$ cat config.mk
export PLATFORM = sky130hd
export DESIGN_NAME = uart_tx_arbiter_flat
export DESIGN_NICKNAME = d
export VERILOG_FILES = /design/src/rtl/uart_tx_arbiter_if.sv /design/src/rtl/uart_tx_arbiter.sv /design/src/flat_wrapper.sv
export SDC_FILE = /design/constraint.sdc
export NUM_CORES = 1
export LEC_CHECK = 0
export BUFFER_PORTS_ARGS = -buffer_cell sky130_fd_sc_hd__clkbuf_2
export CORE_ASPECT_RATIO = 0.75
export CORE_MARGIN = 2
export CORE_UTILIZATION = 49
export CTS_CLUSTER_SIZE = 12
export DETAILED_ROUTE_END_ITERATION = 7
export GPL_ROUTABILITY_DRIVEN = 0
export PLACE_DENSITY = 0.75
export SYNTH_ARGS = -nofsm -noshare
export SYNTH_HDL_FRONTEND = slang
export SYNTH_SLANG_ARGS = --single-unit
$ cat constraint.sdc
create_clock -name CLK_10MHZ -period 1.7 [get_ports CLK_10MHZ]
set_input_delay 0.085 -clock CLK_10MHZ [delete_from_list [all_inputs] [get_ports CLK_10MHZ]]
set_output_delay 0.085 -clock CLK_10MHZ [all_outputs]
set_load 0.01 [all_outputs]
$ cat src/rtl/uart_tx_arbiter_if.sv
// Requester byte streams plus the async_transmitter start/busy handshake for uart_tx_arbiter.
// master drives requests and the transmitter busy flag; slave is the arbiter.
interface uart_tx_arbiter_if #(
    parameter int NUM_REQ = 2
);
    logic [NUM_REQ-1:0]   req_valid;
    logic [8*NUM_REQ-1:0] req_data;
    logic [NUM_REQ-1:0]   req_last;
    logic [NUM_REQ-1:0]   req_ready;
    logic                 tx_start;
    logic [7:0]           tx_data;
    logic                 tx_busy;
    logic [1:0]           grant_id;
    logic                 granted;
    logic                 frame_abort;

    modport master (
        output req_valid, req_data, req_last, tx_busy,
        input  req_ready, tx_start, tx_data, grant_id, granted, frame_abort
    );

    modport slave (
        input  req_valid, req_data, req_last, tx_busy,
        output req_ready, tx_start, tx_data, grant_id, granted, frame_abort
    );
endinterface

$ cat src/rtl/uart_tx_arbiter.sv
// Round-robin frame arbiter sharing one async_transmitter among NUM_REQ byte-stream requesters.
// Whole frames are granted; a grant ends on req_last, on MAX_FRAME_LEN bytes, or on an idle timeout.
module uart_tx_arbiter #(
    parameter int NUM_REQ       = 2,
    parameter int MAX_FRAME_LEN = 32,
    parameter int IDLE_TIMEOUT  = 4096
) (
    input logic              CLK_10MHZ,
    input logic              rst,
    uart_tx_arbiter_if.slave bus
);
    localparam int BCNT_W = $clog2(MAX_FRAME_LEN + 1);
    localparam int ICNT_W = $clog2(IDLE_TIMEOUT);
    localparam logic [BCNT_W-1:0] BCNT_MAX = BCNT_W'(MAX_FRAME_LEN);
    localparam logic [ICNT_W-1:0] ICNT_END = ICNT_W'(IDLE_TIMEOUT - 1);

    typedef enum logic [2:0] {
        S_IDLE, S_SEND, S_WAIT_BUSY, S_WAIT_DONE, S_RELEASE
    } state_t;

    state_t              state_q, state_d;
    logic                tx_start_q, tx_start_d;
    logic [7:0]          tx_data_q, tx_data_d;
    logic [1:0]          grant_id_q, grant_id_d;
    logic [1:0]          rr_q, rr_d;
    logic                granted_q, granted_d;
    logic                abort_q, abort_d;
    logic                last_q, last_d;
    logic [BCNT_W-1:0]   byte_cnt_q, byte_cnt_d;
    logic [ICNT_W-1:0]   idle_cnt_q, idle_cnt_d;
    logic                sel_valid, sel_last;
    logic [7:0]          sel_data;
    logic [NUM_REQ-1:0]  ready;

    function automatic logic [1:0] wrap_inc(input logic [1:0] idx);
        return (int'(idx) == NUM_REQ - 1) ? 2'd0 : idx + 2'd1;
    endfunction

    // First valid requester at or after ptr, wrapping modulo NUM_REQ.
    function automatic logic [1:0] rr_pick(input logic [NUM_REQ-1:0] v, input logic [1:0] ptr);
        logic [1:0] res;
        logic       found;
        res   = ptr;
        found = 1'b0;
        for (int k = 0; k < NUM_REQ; k++)
            for (int j = 0; j < NUM_REQ; j++)
                if (!found && v[j] && j == (int'(ptr) + k) % NUM_REQ) begin
                    res   = 2'(j);
                    found = 1'b1;
                end
        return res;
    endfunction

    always_comb begin
        sel_valid = 1'b0;
        sel_last  = 1'b0;
        sel_data  = 8'h00;
        ready     = '0;
        for (int i = 0; i < NUM_REQ; i++) begin
            if (grant_id_q == 2'(i)) begin
                sel_valid = bus.req_valid[i];
                sel_last  = bus.req_last[i];
                sel_data  = bus.req_data[8*i +: 8];
                ready[i]  = (state_q == S_SEND) && bus.req_valid[i];
            end
        end
    end

    always_comb begin
        state_d    = state_q;
        tx_start_d = 1'b0;
        tx_data_d  = tx_data_q;
        grant_id_d = grant_id_q;
        rr_d       = rr_q;
        granted_d  = granted_q;
        abort_d    = 1'b0;
        last_d     = last_q;
        byte_cnt_d = byte_cnt_q;
        idle_cnt_d = idle_cnt_q;
        unique case (state_q)
            S_IDLE: begin
                if (!bus.tx_busy && |bus.req_valid) begin
                    grant_id_d = rr_pick(bus.req_valid, rr_q);
                    granted_d  = 1'b1;
                    state_d    = S_SEND;
                end
            end
            S_SEND: begin
                if (sel_valid) begin
                    tx_data_d  = sel_data;
                    tx_start_d = 1'b1;
                    last_d     = sel_last;
                    byte_cnt_d = byte_cnt_q + BCNT_W'(1);
                    idle_cnt_d = '0;
                    state_d    = S_WAIT_BUSY;
                end else if (idle_cnt_q == ICNT_END) begin
                    abort_d = 1'b1;
                    state_d = S_RELEASE;
                end else begin
                    idle_cnt_d = idle_cnt_q + ICNT_W'(1);
                end
            end
            // The transmitter's busy flag is registered, so it is not valid until one cycle after start.
            S_WAIT_BUSY: state_d = S_WAIT_DONE;
            S_WAIT_DONE: begin
                if (!bus.tx_busy) begin
                    if (last_q) begin
                        state_d = S_RELEASE;
                    end else if (byte_cnt_q == BCNT_MAX) begin
                        abort_d = 1'b1;
                        state_d = S_RELEASE;
                    end else begin
                        state_d = S_SEND;
                    end
                end
            end
            S_RELEASE: begin
                granted_d  = 1'b0;
                rr_d       = wrap_inc(grant_id_q);
                byte_cnt_d = '0;
                idle_cnt_d = '0;
                state_d    = S_IDLE;
            end
            default: state_d = S_IDLE;
        endcase
    end

    always_ff @(posedge CLK_10MHZ) begin
        if (rst) begin
            state_q    <= S_IDLE;
            tx_start_q <= 1'b0;
            tx_data_q  <= 8'h00;
            grant_id_q <= 2'd0;
            rr_q       <= 2'd0;
            granted_q  <= 1'b0;
            abort_q    <= 1'b0;
            last_q     <= 1'b0;
            byte_cnt_q <= '0;
            idle_cnt_q <= '0;
        end else begin
            state_q    <= state_d;
            tx_start_q <= tx_start_d;
            tx_data_q  <= tx_data_d;
            grant_id_q <= grant_id_d;
            rr_q       <= rr_d;
            granted_q  <= granted_d;
            abort_q    <= abort_d;
            last_q     <= last_d;
            byte_cnt_q <= byte_cnt_d;
            idle_cnt_q <= idle_cnt_d;
        end
    end

    assign bus.req_ready   = ready;
    assign bus.tx_start    = tx_start_q;
    assign bus.tx_data     = tx_data_q;
    assign bus.grant_id    = grant_id_q;
    assign bus.granted     = granted_q;
    assign bus.frame_abort = abort_q;
endmodule

$ cat src/flat_wrapper.sv
// flat-port wrapper written by rule: the top's interface ports become plain ports
module uart_tx_arbiter_flat 
#(
    parameter int NUM_REQ       = 2,
    parameter int MAX_FRAME_LEN = 32,
    parameter int IDLE_TIMEOUT  = 4096
)
  (CLK_10MHZ, rst, bus_req_valid, bus_req_data, bus_req_last, bus_tx_busy, bus_req_ready, bus_tx_start, bus_tx_data, bus_grant_id, bus_granted, bus_frame_abort);
  uart_tx_arbiter_if #(.NUM_REQ(NUM_REQ)) bus_i ();
  input logic CLK_10MHZ;
  input logic rst;
  input wire logic [$bits(bus_i.req_valid)-1:0] bus_req_valid;
  input wire logic [$bits(bus_i.req_data)-1:0] bus_req_data;
  input wire logic [$bits(bus_i.req_last)-1:0] bus_req_last;
  input wire logic [$bits(bus_i.tx_busy)-1:0] bus_tx_busy;
  output wire logic [$bits(bus_i.req_ready)-1:0] bus_req_ready;
  output wire logic [$bits(bus_i.tx_start)-1:0] bus_tx_start;
  output wire logic [$bits(bus_i.tx_data)-1:0] bus_tx_data;
  output wire logic [$bits(bus_i.grant_id)-1:0] bus_grant_id;
  output wire logic [$bits(bus_i.granted)-1:0] bus_granted;
  output wire logic [$bits(bus_i.frame_abort)-1:0] bus_frame_abort;
  assign bus_i.req_valid = bus_req_valid;
  assign bus_i.req_data = bus_req_data;
  assign bus_i.req_last = bus_req_last;
  assign bus_i.tx_busy = bus_tx_busy;
  assign bus_req_ready = bus_i.req_ready;
  assign bus_tx_start = bus_i.tx_start;
  assign bus_tx_data = bus_i.tx_data;
  assign bus_grant_id = bus_i.grant_id;
  assign bus_granted = bus_i.granted;
  assign bus_frame_abort = bus_i.frame_abort;
  uart_tx_arbiter #(.NUM_REQ(NUM_REQ), .MAX_FRAME_LEN(MAX_FRAME_LEN), .IDLE_TIMEOUT(IDLE_TIMEOUT)) u_core (.CLK_10MHZ(CLK_10MHZ), .rst(rst), .bus(bus_i));
endmodule
==> out/results.tsv <==
stage	metric	value	unit
status	status	finished with violations	
status	failing checks	negative setup slack	
logic_synthesis	Post-Synth Adder-Cell Area	0.02034	
detailed_routing	Initial DRC Count	133	
final_layout	Post-Layout Cell Count	335	
floorplan	Die W	74.87	um
critical_path	FF-to-FF path depth	6	
global_routing	global-route wire length before repair	7.424	mm
logic_synthesis	Synth Area in Compound Gates	0.1641	
detailed_routing	WL met1	2.254	mm
timing	Final Setup Violations	7	
final_layout	ANT cells	0	
critical_path	crit path max fanout	4	
floorplan	Row Count	19	
logic_synthesis	Mapped Avg Cell Area	8.544	um2
logic_synthesis	mux contribution to synthesized area	0.05424	
logic_synthesis	largest family of logic cells by synthesized area	simple AND/OR/NAND/NOR gates	
cts	TritonCTS clock tree	yes	
logic_synthesis	sequential fraction of the synthesis area	0.3905	
logic_synthesis	Post-Synthesis Net Count	242	
power	Design Power	2202	uW
logic_synthesis	#FFs+latches synth	36	
power	P_sw	661.1	uW
critical_path	Worst Path Arrival	1.66	ns
critical_path	CP Capture Type	output port	
detailed_routing	Avg Vias per Cell	5.436	
logic_synthesis	Synth async-reset ratio	0	
floorplan	die area	4279	um2
floorplan	Initial Utilization	0.5074	
cts	Clock Latency Late Sink	0.28	ns
placement	Port Buffers	37	
final_layout	final net count	308	
hold_path	Worst Hold Launch	rst	
power	Comb power frac	0.300	
detailed_routing	drt pass-1 iters	4	
power	Seq pwr share	0.419	
timing	period utilization	1.028	
global_routing	Tot GR Track Use	0.2264	
timing	Clock Skews	0.005671	ns
timing	final hold violation count	0	
detailed_routing	drt drc	0	
cts	Sink Count	36	
job	Max-cap violations	0	
global_routing	initial antenna violation count	0	
cts	hold-fix buffers at CTS	0	
detailed_routing	average routed wire per standard cell	14.82	um
detailed_routing	met2 WL	2.407	mm
placement	Placed Area	2261	um2
power	Sw Ratio	0.3003	
critical_path	Worst R2R End	u_core.bus.tx_data[5]	
power	Pwr Density	850.4	nW/um2
logic_synthesis	Post-synth EDFFs	0	
timing	worst-margin pin slew	0.4921	ns
logic_synthesis	post-synthesis cell count	216	
cts	root buffer cell	clkbuf_8	
global_routing	vias in the first global route	1633	
detailed_routing	via count	1821	
power	VDD IR max	0.5925	mV
logic_synthesis	Yosys cell types	43	
final_layout	Design Area, Final	2589	um2
detailed_routing	final WL	4.965	mm
timing	setup TNS	-0.1538	ns
floorplan	Core Area	3637	um2
final_layout	Area Overhead vs Synth	40.27	%
placement	Post-Place Cells	319	
detailed_routing	met3 wire length	255	um
detailed_routing	Final ANT Viol Nets	0	
timing	Final Critical Period	1.748	ns
placement	dpl hpwl	3.125	mm
power	P_int	1540	uW
critical_path	CP Launch Point	u_core.state_q[2]	
global_routing	GRT Residual Overflow	0	
logic_synthesis	Post-Syn Area	1846	um2
timing	max_slew headroom	0.6707	
cts	# H-tree levels	2	
critical_path	CP Class	flop to output port	
timing	unrepaired setup endpoints after global routing	yes	
floorplan	Die Ht	57.15	um
final_layout	share of cells above drive strength 1	0.4134	
cts	number of buffers created by CTS	5	
power	Pleak	0.001039	uW
timing	slack of the critical path	-0.04840	ns
timing	Slew Limit Fails	0	
critical_path	R2R Path Start	u_core.state_q[2]	
critical_path	WP data required	1.62	ns
cts	Clock Pin Slew Worst Setup and Hold Paths	0.07	ns
logic_synthesis	Ys Warns	0	
global_routing	largest net degree at the start of global routing	15	
detailed_routing	DR top layer	met4	
logic_synthesis	post-synthesis simple-gate area fraction	0.2963	
critical_path	Worst setup SP type	flop	
floorplan	Top Ports	38	
logic_synthesis	Synth Area in XOR/XNOR	0.02373	
hold_path	Hold Path Class	input pin to flop	
cts	CTS max path bufs	2	
hold_path	WHS Path Cells	2	
critical_path	worst reg2reg setup slack	-0.03	ns
power	clock power share	0.281	
logic_synthesis	Synth Flop Type	dfxtp_1	
hold_path	Hold Path Sink	u_core.bus.tx_data[4]	
timing	top achievable clock speed	572.0	MHz
-- worst max path at each step --
| stage | cells past startpoint | slack, ns | endpoint |
|---|---|---|---|
| final | 4 | -0.05 | bus_req_ready[0] |
| after floorplan | 6 | 0.002 | u_core.idle_cnt_q[5] |
| after CTS | 6 | -0.009 | u_core.last_q |
| after detailed placement | 6 | -0.06 | u_core.last_q |
| after global placement | 6 | 0.008 | u_core.bus.tx_data[4] |
| after global routing | 4 | -0.1 | bus_req_ready[0] |
-- metal layers --
metal | global-route usage | vias up
met1 | 0.3348 | 868
met3 | 0.05477 | 8
met5 | 0 | -
met2 | 0.3271 | 39
met4 | 0.06633 | 0
li1 | - | 906
-- final cells by class --
class	count	area, um2
multi-input combinational	162	1186
fill	265	1049
sequential	36	726.9
timing repair buffer	73	505.5
clock buffer	8	90.09
tap	52	65.06
inverter	4	15.01
-- synthesized netlist by cell type, drive strengths merged, types with 2 or more instances --
library cell | instances | area [um2]
a21oi | 20 | 100.1
nor4b | 2 | 17.52
dfxtp | 36 | 720.7
a31oi | 10 | 62.56
nand4 | 3 | 18.77
or3 | 2 | 12.51
nor2 | 30 | 112.6
a41oi | 3 | 26.28
ha | 3 | 37.54
buf | 7 | 52.54
xor2 | 4 | 35.03
or2 | 2 | 12.51
nand3 | 5 | 25.02
clkbuf | 7 | 26.28
nor3 | 17 | 140.1
or2b | 2 | 15.01
o21ai | 5 | 28.78
or3b | 2 | 20.02
and3 | 5 | 31.28
nand3b | 2 | 15.01
inv | 4 | 15.01
a22oi | 2 | 15.01
a211oi | 2 | 15.01
and4 | 2 | 17.52
nand2 | 18 | 75.07
mux2i | 10 | 100.1
-- power by group through the flow --
stage / Clock [uW] / Sequential (uW) / Combinational [uW]
CTS: 634 / 921 / 559
global placement: 0 / 936 / 491
floorplan: 0 / 939 / 332
detailed placement: 0 / 938 / 500
global route: 663 / 926 / 714
finish: 619 / 922 / 661
-- through the flow --
stage               worst slack, ns  hold WS, ns  utilization
global route               -0.09606       0.1616       0.7117
global placement           0.007545       0.4429       0.6216
floorplan                  0.001982       0.2391            -
detailed placement         -0.05879       0.4436       0.6216
finish                     -0.04840       0.1300       0.7117
CTS                       -0.009495       0.1355       0.6691
-- cell usage in the layout, fill, tap and decap left out, types with 2 or more instances in the layout --
cell      count
dfxtp_2       2
a41oi_1       3
nand3b_1      2
nor3_1        5
ha_1          3
a211oi_1      2
nand4_1       3
or2b_1        2
inv_1         4
nor3_4       11
clkbuf_1      2
or3b_4        2
clkbuf_8      6
xor2_1        4
buf_4        33
a21oi_1      12
a31oi_1      10
and3_1        4
clkbuf_2     37
a21oi_2       8
nor2_1       29
nand3_1       5
mux2i_1       9
nand2_1      16
dfxtp_1      33
o21ai_0       4
a22oi_1       2
-- repair_timing --
| action | CTS | global route |
|---|---|---|
| endpoints found under the setup margin | 10 | 22 |
| resized for setup | 12 | 22 |
| buffers inserted | 3 | 3 |
| cloned | 1 | 1 |
| pin swaps | 2 | 18 |
-- worst max-delay path, cell delays in order (launching register included) --
cell and delay, ns:
dfxtp_2 0.34, or3b_4 0.43, buf_4 0.16, nor4_1 0.25
clkbuf_2 0.21
-- cell families (layout without fill, tap and decap cells) --
| kind of cell | count (synthesis) | in the layout |
|---|---|---|
| compound gates | 47 | 47 |
| flops | 36 | 36 |
| buf+inv | 18 | 85 |
| fa+ha+maj | 3 | 3 |
| simple gates | 97 | 97 |
| mux | 10 | 10 |
| xor+xnor | 5 | 5 |
-- state kept, by name, summed over array words and instances (netlist names) --
signal,flops
u_core.bus.tx_data,8
u_core.idle_cnt_q,12
u_core.bus.granted,1
u_core.bus.tx_start,1
u_core.bus.frame_abort,1
u_core.state_q,3
u_core.last_q,1
u_core.bus.grant_id,2
u_core.byte_cnt_q,6
u_core.rr_q,1
Note: power is estimated with default switching activity, not from simulation.
